<file path="src/rtl/wb_arbiter_wdt.sv">
// wb_arbiter_wdt: round-robin Wishbone arbiter sharing one slave port, with a
// per-transfer watchdog that aborts stalled transfers with err to the owner.
module wb_arbiter_wdt #(
  parameter int dw = 32,
  parameter int aw = 32,
  parameter int num_masters = 2,
  parameter int timeout = 255
) (
  input  logic                      wb_clk_i,
  input  logic                      wb_rst_i,
  input  logic [num_masters*aw-1:0] wbm_adr_i,
  input  logic [num_masters*dw-1:0] wbm_dat_i,
  input  logic [num_masters*4-1:0]  wbm_sel_i,
  input  logic [num_masters-1:0]    wbm_we_i,
  input  logic [num_masters-1:0]    wbm_cyc_i,
  input  logic [num_masters-1:0]    wbm_stb_i,
  input  logic [num_masters*3-1:0]  wbm_cti_i,
  input  logic [num_masters*2-1:0]  wbm_bte_i,
  output logic [num_masters*dw-1:0] wbm_dat_o,
  output logic [num_masters-1:0]    wbm_ack_o,
  output logic [num_masters-1:0]    wbm_err_o,
  output logic [num_masters-1:0]    wbm_rty_o,
  output logic [aw-1:0]             wbs_adr_o,
  output logic [dw-1:0]             wbs_dat_o,
  output logic [3:0]                wbs_sel_o,
  output logic                      wbs_we_o,
  output logic                      wbs_cyc_o,
  output logic                      wbs_stb_o,
  output logic [2:0]                wbs_cti_o,
  output logic [1:0]                wbs_bte_o,
  input  logic [dw-1:0]             wbs_dat_i,
  input  logic                      wbs_ack_i,
  input  logic                      wbs_err_i,
  input  logic                      wbs_rty_i,
  output logic [num_masters-1:0]    grant_o,
  output logic                      timeout_o
);
  localparam int sw = num_masters > 1 ? $clog2(num_masters) : 1;
  localparam int cw = timeout > 0 ? $clog2(timeout + 1) : 1;
  localparam logic [1:0] s_idle = 2'd0, s_grant = 2'd1, s_abort = 2'd2;
  logic [1:0] state;
  logic [sw-1:0] sel, last, nxt, idx;
  logic [cw-1:0] cnt;
  logic [num_masters-1:0] oh;
  logic g, a, stall, trip;
  // Descending scan so the nearest requester after last is the final assignment.
  always_comb begin
    nxt = last;
    idx = '0;
    for (int i = num_masters; i >= 1; i--) begin
      idx = sw'((int'(last) + i) % num_masters);
      if (wbm_cyc_i[idx]) nxt = idx;
    end
  end
  assign g = state == s_grant;
  assign a = state == s_abort;
  assign oh = num_masters'(1) << sel;
  assign stall = g & wbm_cyc_i[sel] & wbm_stb_i[sel] & ~wbs_ack_i & ~wbs_err_i & ~wbs_rty_i;
  assign trip = timeout > 0 && stall && cnt == cw'(timeout - 1);
  always_ff @(posedge wb_clk_i or posedge wb_rst_i)
    if (wb_rst_i) begin
      state <= s_idle;
      sel <= '0;
      last <= sw'(num_masters - 1);
      cnt <= '0;
    end else begin
      cnt <= (timeout > 0 && stall && !trip) ? cnt + 1'b1 : '0;
      if (state == s_idle && |wbm_cyc_i) begin
        state <= s_grant;
        sel <= nxt;
        last <= nxt;
      end else if (g)
        state <= !wbm_cyc_i[sel] ? s_idle : trip ? s_abort : s_grant;
      else if (a)
        state <= wbm_cyc_i[sel] ? s_grant : s_idle;
    end
  assign wbs_adr_o = wbm_adr_i[sel*aw +: aw];
  assign wbs_dat_o = wbm_dat_i[sel*dw +: dw];
  assign wbs_sel_o = wbm_sel_i[sel*4 +: 4];
  assign wbs_we_o  = wbm_we_i[sel];
  assign wbs_cti_o = wbm_cti_i[sel*3 +: 3];
  assign wbs_bte_o = wbm_bte_i[sel*2 +: 2];
  assign wbs_cyc_o = g & wbm_cyc_i[sel];
  assign wbs_stb_o = g & wbm_stb_i[sel];
  assign wbm_dat_o = {num_masters{wbs_dat_i}};
  assign wbm_ack_o = (g && wbs_ack_i) ? oh : '0;
  assign wbm_rty_o = (g && wbs_rty_i) ? oh : '0;
  assign wbm_err_o = (a || (g && wbs_err_i)) ? oh : '0;
  assign grant_o   = g ? oh : '0;
  assign timeout_o = a;
endmodule

</file>
<file path="config.mk">
export PLATFORM = sky130hd
export DESIGN_NAME = wb_arbiter_wdt
export DESIGN_NICKNAME = d
export VERILOG_FILES = /design/src/rtl/wb_arbiter_wdt.sv
export SDC_FILE = /design/constraint.sdc
export NUM_CORES = 1
export LEC_CHECK = 0
export ABC_AREA = 0
export BUFFER_PORTS_ARGS = -buffer_cell sky130_fd_sc_hd__buf_4
export CORE_AREA = 8 8 125 127
export DETAILED_ROUTE_END_ITERATION = 8
export DIE_AREA = 0 0 133 135
export GPL_TIMING_DRIVEN = 0
export PLACE_DENSITY = 0.62
export SLEW_MARGIN = 20
export SYNTH_ARGS = -nofsm -noshare
export SYNTH_HDL_FRONTEND = slang
export SYNTH_SLANG_ARGS = --single-unit
</file>
<file path="constraint.sdc">
create_clock -name wb_clk_i -period 1.6 [get_ports wb_clk_i]
set_clock_uncertainty 0.2 [all_clocks]
set_input_delay 0.16 -clock wb_clk_i [delete_from_list [all_inputs] [get_ports wb_clk_i]]
set_output_delay 0.16 -clock wb_clk_i [all_outputs]
set_load 0.01 [all_outputs]
</file>
==> results of run 1 <==
[how the worst min path moves through the flow]
stage | end | slack (ns)
2_1_floorplan | cnt[0]$_DFF_PP0_ | -0.18
3_3_place_gp | cnt[4]$_DFF_PP0_ | -0.006
3_5_place_dp | cnt[3]$_DFF_PP0_ | 0.007
4_1_cts | sel$_DFFE_PP0P_ | 0.005
5_1_grt | sel$_DFFE_PP0P_ | 0.02
6_report | sel$_DFFE_PP0P_ | 0.004
[final cells by class]
| cell class | instances | area [um^2] |
|---|---|---|
| diodes | 1 | 2.50 |
| plain buffers | 73 | 632 |
| clock buffers | 4 | 78.8 |
| fillers | 1310 | 8230 |
| inverters | 4 | 15.0 |
| multi-input cells | 128 | 1490 |
| flip-flops and latches | 12 | 303 |
| well taps | 180 | 225 |
| repair buffers | 320 | 2640 |
[cell families (layout without fill, tap and decap cells)]
logic type      after synthesis  in the layout  synth area share [%]
fa+ha+maj                     5              5                  3.05
simple gates                 34             34                  9.04
other cells                   0              1                     0
xor+xnor                      6              6                  2.56
buf+inv                      77            401                  26.4
flops                        12             12                  14.7
mux                          76             76                  41.7
compound gates                7              7                  2.56
[state kept, by name, summed over array words and instances, names as in the netlist]
register	count
cnt	8
state	2
last	1
sel	1
[layout by cell type (no fill, tap or decap), types with 2 or more instances in the layout]
| master | n |
|---|---|
| and2_4 | 3 |
| and3_4 | 2 |
| buf_12 | 5 |
| buf_4 | 327 |
| buf_6 | 54 |
| buf_8 | 4 |
| clkbuf_16 | 4 |
| dfrtp_1 | 10 |
| dlygate4sd3_1 | 2 |
| ha_1 | 4 |
| inv_1 | 3 |
| mux2_2 | 31 |
| mux2_4 | 44 |
| nand2_1 | 3 |
| nand2b_1 | 2 |
| nand3_1 | 3 |
| nand4_1 | 2 |
| nor2_1 | 2 |
| nor2_2 | 7 |
| xor2_1 | 5 |
[cell usage after synthesis, drive strengths merged]
cell type | n | area share, %
nand3b | 1 | 0.37
and3 | 3 | 0.92
a31oi | 1 | 0.31
xnor2 | 1 | 0.43
nor2b | 3 | 0.92
dfrtp | 11 | 13
nand2 | 3 | 0.55
mux2 | 75 | 41
xor2 | 5 | 2.1
nand2b | 2 | 0.61
inv | 4 | 0.73
nor2 | 10 | 1.8
o21a | 1 | 0.37
dfstp | 1 | 1.3
o32ai | 1 | 0.43
a311o | 1 | 0.49
buf | 73 | 26
nand3 | 4 | 0.98
nand4 | 2 | 0.61
a21oi | 2 | 0.49
mux2i | 1 | 0.49
and2 | 4 | 1.2
and4 | 1 | 0.43
ha | 5 | 3.1
a32o | 1 | 0.49
nor4 | 1 | 0.61
[where the power goes]
group | internal, uW | switching [uW] | leakage, uW
logic | 3230 | 2090 | 0.00263
registers | 357 | 53.1 | 0.000158
clock network | 334 | 122 | 0.0000382
[layer usage]
layer	wire length [um]	track usage (%)
met1	5430	16.0
met4	127	2.46
met3	863	3.16
met2	8150	27.4
met5	0	0
[metrics by stage]
stage | utilization (%) | instance area [um^2] | std cells | worst slack, ns | TNS (ns)
floorplan | - | 2060 | 217 | 0.0308 | 0
global placement | 33.6 | 4580 | 702 | -0.327 | -22.10
global route | 39.5 | 5380 | 722 | -0.303 | -22.66
detailed placement | 33.6 | 4580 | 702 | -0.346 | -24.51
CTS | 37.2 | 5060 | 720 | -0.256 | -20.18
finish | 39.5 | 5380 | 722 | -0.247 | -18.09
[what timing repair did]
action | in CTS | in global routing
hold buffers | 2 | 0
hold endpoints to repair | 12 | 0
setup endpoints to repair | 94 | 94
setup buffers | 11 | 1
pin swaps | 9 | 2
cloned | 1 | 1
resized for setup | 77 | 78
==> qor.txt, run 1 <==
vias after detailed routing = 2800
initial DRC count = 54
num rows = 43
WL final = 14600 um
Yosys warnings = 0
Bufs and invs on worst path = 3
drt first pass iters = 4
total congestion overflow = 0
Final #Nets = 736
Critical Path Sink Type = primary output
CTS max path bufs = 2
Die ar. = 18000 um^2
Initial Util = 15.1%
max-cap violation count = 0
Worst Path Max Fanout = 10
All-Layer GR Usage = 14.4%
Final ANT Viol Nets = 0
die height = 135 um
Synth-to-Final Area Change = 163%
hold path depth = 2
crit path capture = wbs_adr_o[8]
I/O pins = 338
CP cell instances = buf_6 -> buf_6 -> mux2_2 -> buf_4
maximum VDD drop = 0.326 mV
synthesized flop and latch total = 12
CTS tree = yes
Seq/Total Area, Yosys = 14.7%
R2R setup slack = -0.25 ns
min-delay src = wbm_cyc_i[1]
cell mode on critical path = buf_6
first-pass GRT wire length = 20000 um
Setup Viol. Count Final = 93
Port Buffers = 305
period utilisation layout = 115%
Achievable Freq = 0.541 GHz
Mapped Area = 2050 um^2
cts bufs inserted = 3
Setup WS post-layout = -0.247 ns
critical path's largest stage delay = 0.43 ns
cell area power density = 1150 nW/um^2
unrepaired setup endpoints after global routing = true
Tot Pwr = 6180 uW
Critical Path Slowest Stage Cell = dfrtp_2
Avg WL per Cell = 20.2 um
Lkg Pwr = 0.00283 uW
DP HPWL = 12400 um
Hold Path Class = input pin to flip-flop
Cells after Synth = 217
nature of the critical path startpoint = flip-flop
vias per cell = 3.88
hold slack = 0.00409 ns
critical path class = flip-flop to primary output
reg-to-reg startpoint = sel$_DFFE_PP0P_
die width = 133 um
Crit path max-delay family = buffers and inverters
status = finished with violations
Worst Tran Pin Value = 0.458 ns
post-layout min period = 1.85 ns
R2R Path End = state[0]$_DFFE_PP0P_
clock root buffer = clkbuf_16
initial antenna violation count = 1
DRC violations left = 0
failing checks = negative setup slack
Critical Path AT = 1.49 ns
r2r worst-path depth = 5
Syn Nets = 411
clock sinks = 12
clock latency at the later pin of the worst-skew pair = 0.24 ns
max_slew headroom = 69.4%
vias in the first global route = 2977
Syn Area/Cell = 9.44 um^2
Critical Path Start = sel$_DFFE_PP0P_
gp weighted congestion = 0.836
fraction of layout cells with a size suffix above 1 = 91.1%
Worst-path clk slew = 0.04 ns
count of cell instances traversed by the critical path = 4
CP required = 1.24 ns
H-tree levels = 1
synth unique cells = 27
fin. max-slew vios = 0
largest net degree at the start of global routing = 13
Core Box Area = 13600 um^2
Final Hold Vio Count = 0
Note: power is estimated with default switching activity, not from simulation.
==> run 2, diff against run 1 <==
--- a/config.mk
+++ b/config.mk
@@ -16,3 +16,4 @@
 export SYNTH_ARGS = -nofsm -noshare
 export SYNTH_HDL_FRONTEND = slang
 export SYNTH_SLANG_ARGS = --single-unit
+export TNS_END_PERCENT = 20
==> qor.txt, run 2 (synthesized netlist as in run 1, its figures left out) <==
CTS tree = yes
Avg WL per Cell = 20.0 um (-1.1%)
H-tree levels = 1 (unchanged)
Synth-to-Final Area Change = 160%
Core Box Area = 13600 um^2 (unchanged)
largest net degree at the start of global routing = 13 (unchanged)
CP cell instances = buf_12 -> buf_12 -> mux2_2 -> buf_4
num rows = 43 (unchanged)
post-layout min period = 1.84 ns (-0.0114 ns)
clock latency at the later pin of the worst-skew pair = 0.24 ns (about the same)
critical path class = flip-flop to primary output
Worst-path clk slew = 0.04 ns (about the same)
Hold Path Sink = sel$_DFFE_PP0P_
die width = 133 um (unchanged)
max FFs per register = 8 (unchanged)
hold path depth = 2 (unchanged)
Setup Viol. Count Final = 91 (-2.2%)
vias in the first global route = 2891 (-2.9%)
All-Layer GR Usage = 14.1% (-0.28 points)
r2r worst-path depth = 6 (+1)
cts bufs inserted = 3 (unchanged)
Initial Util = 15.1% (unchanged)
Final ANT Viol Nets = 0 (unchanged)
most common cell after layout, fill and taps aside = buf_4
clock root buffer = clkbuf_16
drt first pass iters = 4 (unchanged)
nature of the critical path startpoint = flip-flop
ant diodes = 0 (-1)
critical path's largest stage delay = 0.43 ns (about the same)
Final Hold Vio Count = 0 (unchanged)
fin. max-slew vios = 0 (unchanged)
Achievable Freq = 0.545 GHz (+0.62%)
Port Buffers = 305 (unchanged)
cell mode on critical path = buf_12
Lkg Pwr = 0.00284 uW (+0.19%)
first-pass GRT wire length = 19700 um (-1.8%)
initial antenna violation count = 0 (-1)
vias after detailed routing = 2759 (-1.5%)
post-place instance area = 4580 um^2 (unchanged)
initial DRC count = 40 (-26%)
reg-to-reg startpoint = state[1]$_DFFE_PP0P_
WL final = 14200 um (-2.3%)
DP HPWL = 12400 um (unchanged)
Hold Path Class = input pin to flip-flop
failing checks = negative setup slack
status = finished with violations
R2R Path End = state[0]$_DFFE_PP0P_
cell area power density = 1150 nW/um^2 (about the same)
R2R setup slack = -0.15 ns (+0.10 ns)
unrepaired setup endpoints after global routing = true
post-route cell area = 5320 um^2 (-1.1%)
commonest non-fill, non-tap cells in the layout = buf_4, buf_6, mux2_4
total congestion overflow = 0 (unchanged)
vias per cell = 3.87 (-0.22%)
Critical Path AT = 1.48 ns (about the same)
worst slack, placed = -0.346 ns (unchanged)
Final #Nets = 728 (-1.1%)
CTS max path bufs = 2 (unchanged)
min-delay src = wbm_cyc_i[1]
DRC violations left = 0 (unchanged)
Worst Tran Pin Value = 0.457 ns (-0.000851 ns)
Critical Path Slowest Stage Cell = dfrtp_2
largest register by flop count = cnt
Setup WS post-layout = -0.236 ns (+0.0114 ns)
maximum VDD drop = 0.322 mV (-1.2%)
Bufs and invs on worst path = 3 (unchanged)
gp weighted congestion = 0.836 (unchanged)
fraction of layout cells with a size suffix above 1 = 89.1% (-2.0 points)
clock sinks = 12 (unchanged)
period utilisation layout = 115% (-0.71 points)
I/O pins = 338 (unchanged)
Worst Path Max Fanout = 10 (unchanged)
CP required = 1.24 ns (about the same)
top flop regs = cnt x8, state x2
die height = 135 um (unchanged)
Crit path max-delay family = buffers and inverters
max_slew headroom = 69.5% (about the same)
Die ar. = 18000 um^2 (unchanged)
Critical Path Sink Type = primary output
max-cap violation count = 0 (unchanged)
## run 2: what timing repair did
action / in CTS / in global routing
buffers inserted: 3 / 0
resized for setup: 66 / 93
endpoints found under the hold margin: 12 / 0
cloned: 1 / 1
pin swaps: 3 / 2
setup endpoints to repair: 94 / 94
hold buffers: 2 / 0
## run 2: metrics by stage
| stage | utilization, % | hold WS, ns | instances | total power (uW) | TNS [ns] |
|---|---|---|---|---|---|
| floorplan | - | -0.176 | 217 | 2380 | 0 |
| global placement | 33.6 | -0.00608 | 702 | 4270 | -22.10 |
| detailed placement | 33.6 | 0.00674 | 702 | 4310 | -24.51 |
| CTS | 36.3 | 0.00512 | 712 | 5410 | -19.34 |
| global route | 39.1 | 0.0154 | 713 | 6430 | -21.53 |
| finish | 39.1 | 0.00526 | 713 | 6110 | -16.35 |
## run 2: per-layer routing
metal,vias to the layer above,GRT usage [%],share of wire [%]
met5,-,0,0
met4,0,1.45,0.86
met3,9,2.90,6.4
met2,123,26.8,56
met1,1305,16.1,37
li1,1322,-,-
## run 2: layout make-up
type                            instances  area, um^2
Fill cell                            1307        8290
Buffer                                 73         646
Clock buffer                            4        78.8
Timing Repair Buffer                  312        2590
Tap cell                              180         225
Sequential cell                        12         303
Multi-Input combinational cell        128        1470
Inverter                                4        15.0
## run 2: how the worst max path moves through the flow
stage / from / to / slack (ns) / depth (start not counted)
after floorplan: state[1]$_DFFE_PP0P_ / state[0]$_DFFE_PP0P_ / 0.03 / 6
after global placement: sel$_DFFE_PP0P_ / wbs_dat_o[2] / -0.33 / 4
after detailed placement: sel$_DFFE_PP0P_ / wbs_adr_o[0] / -0.35 / 4
after CTS: sel$_DFFE_PP0P_ / wbs_dat_o[30] / -0.26 / 4
after global routing: sel$_DFFE_PP0P_ / wbs_dat_o[1] / -0.29 / 4
final: sel$_DFFE_PP0P_ / wbs_dat_o[1] / -0.24 / 4
## run 2: report_power, final
part           internal, uW  switching, uW
clock network           334            120
logic                  3210           2030
registers               357           54.2
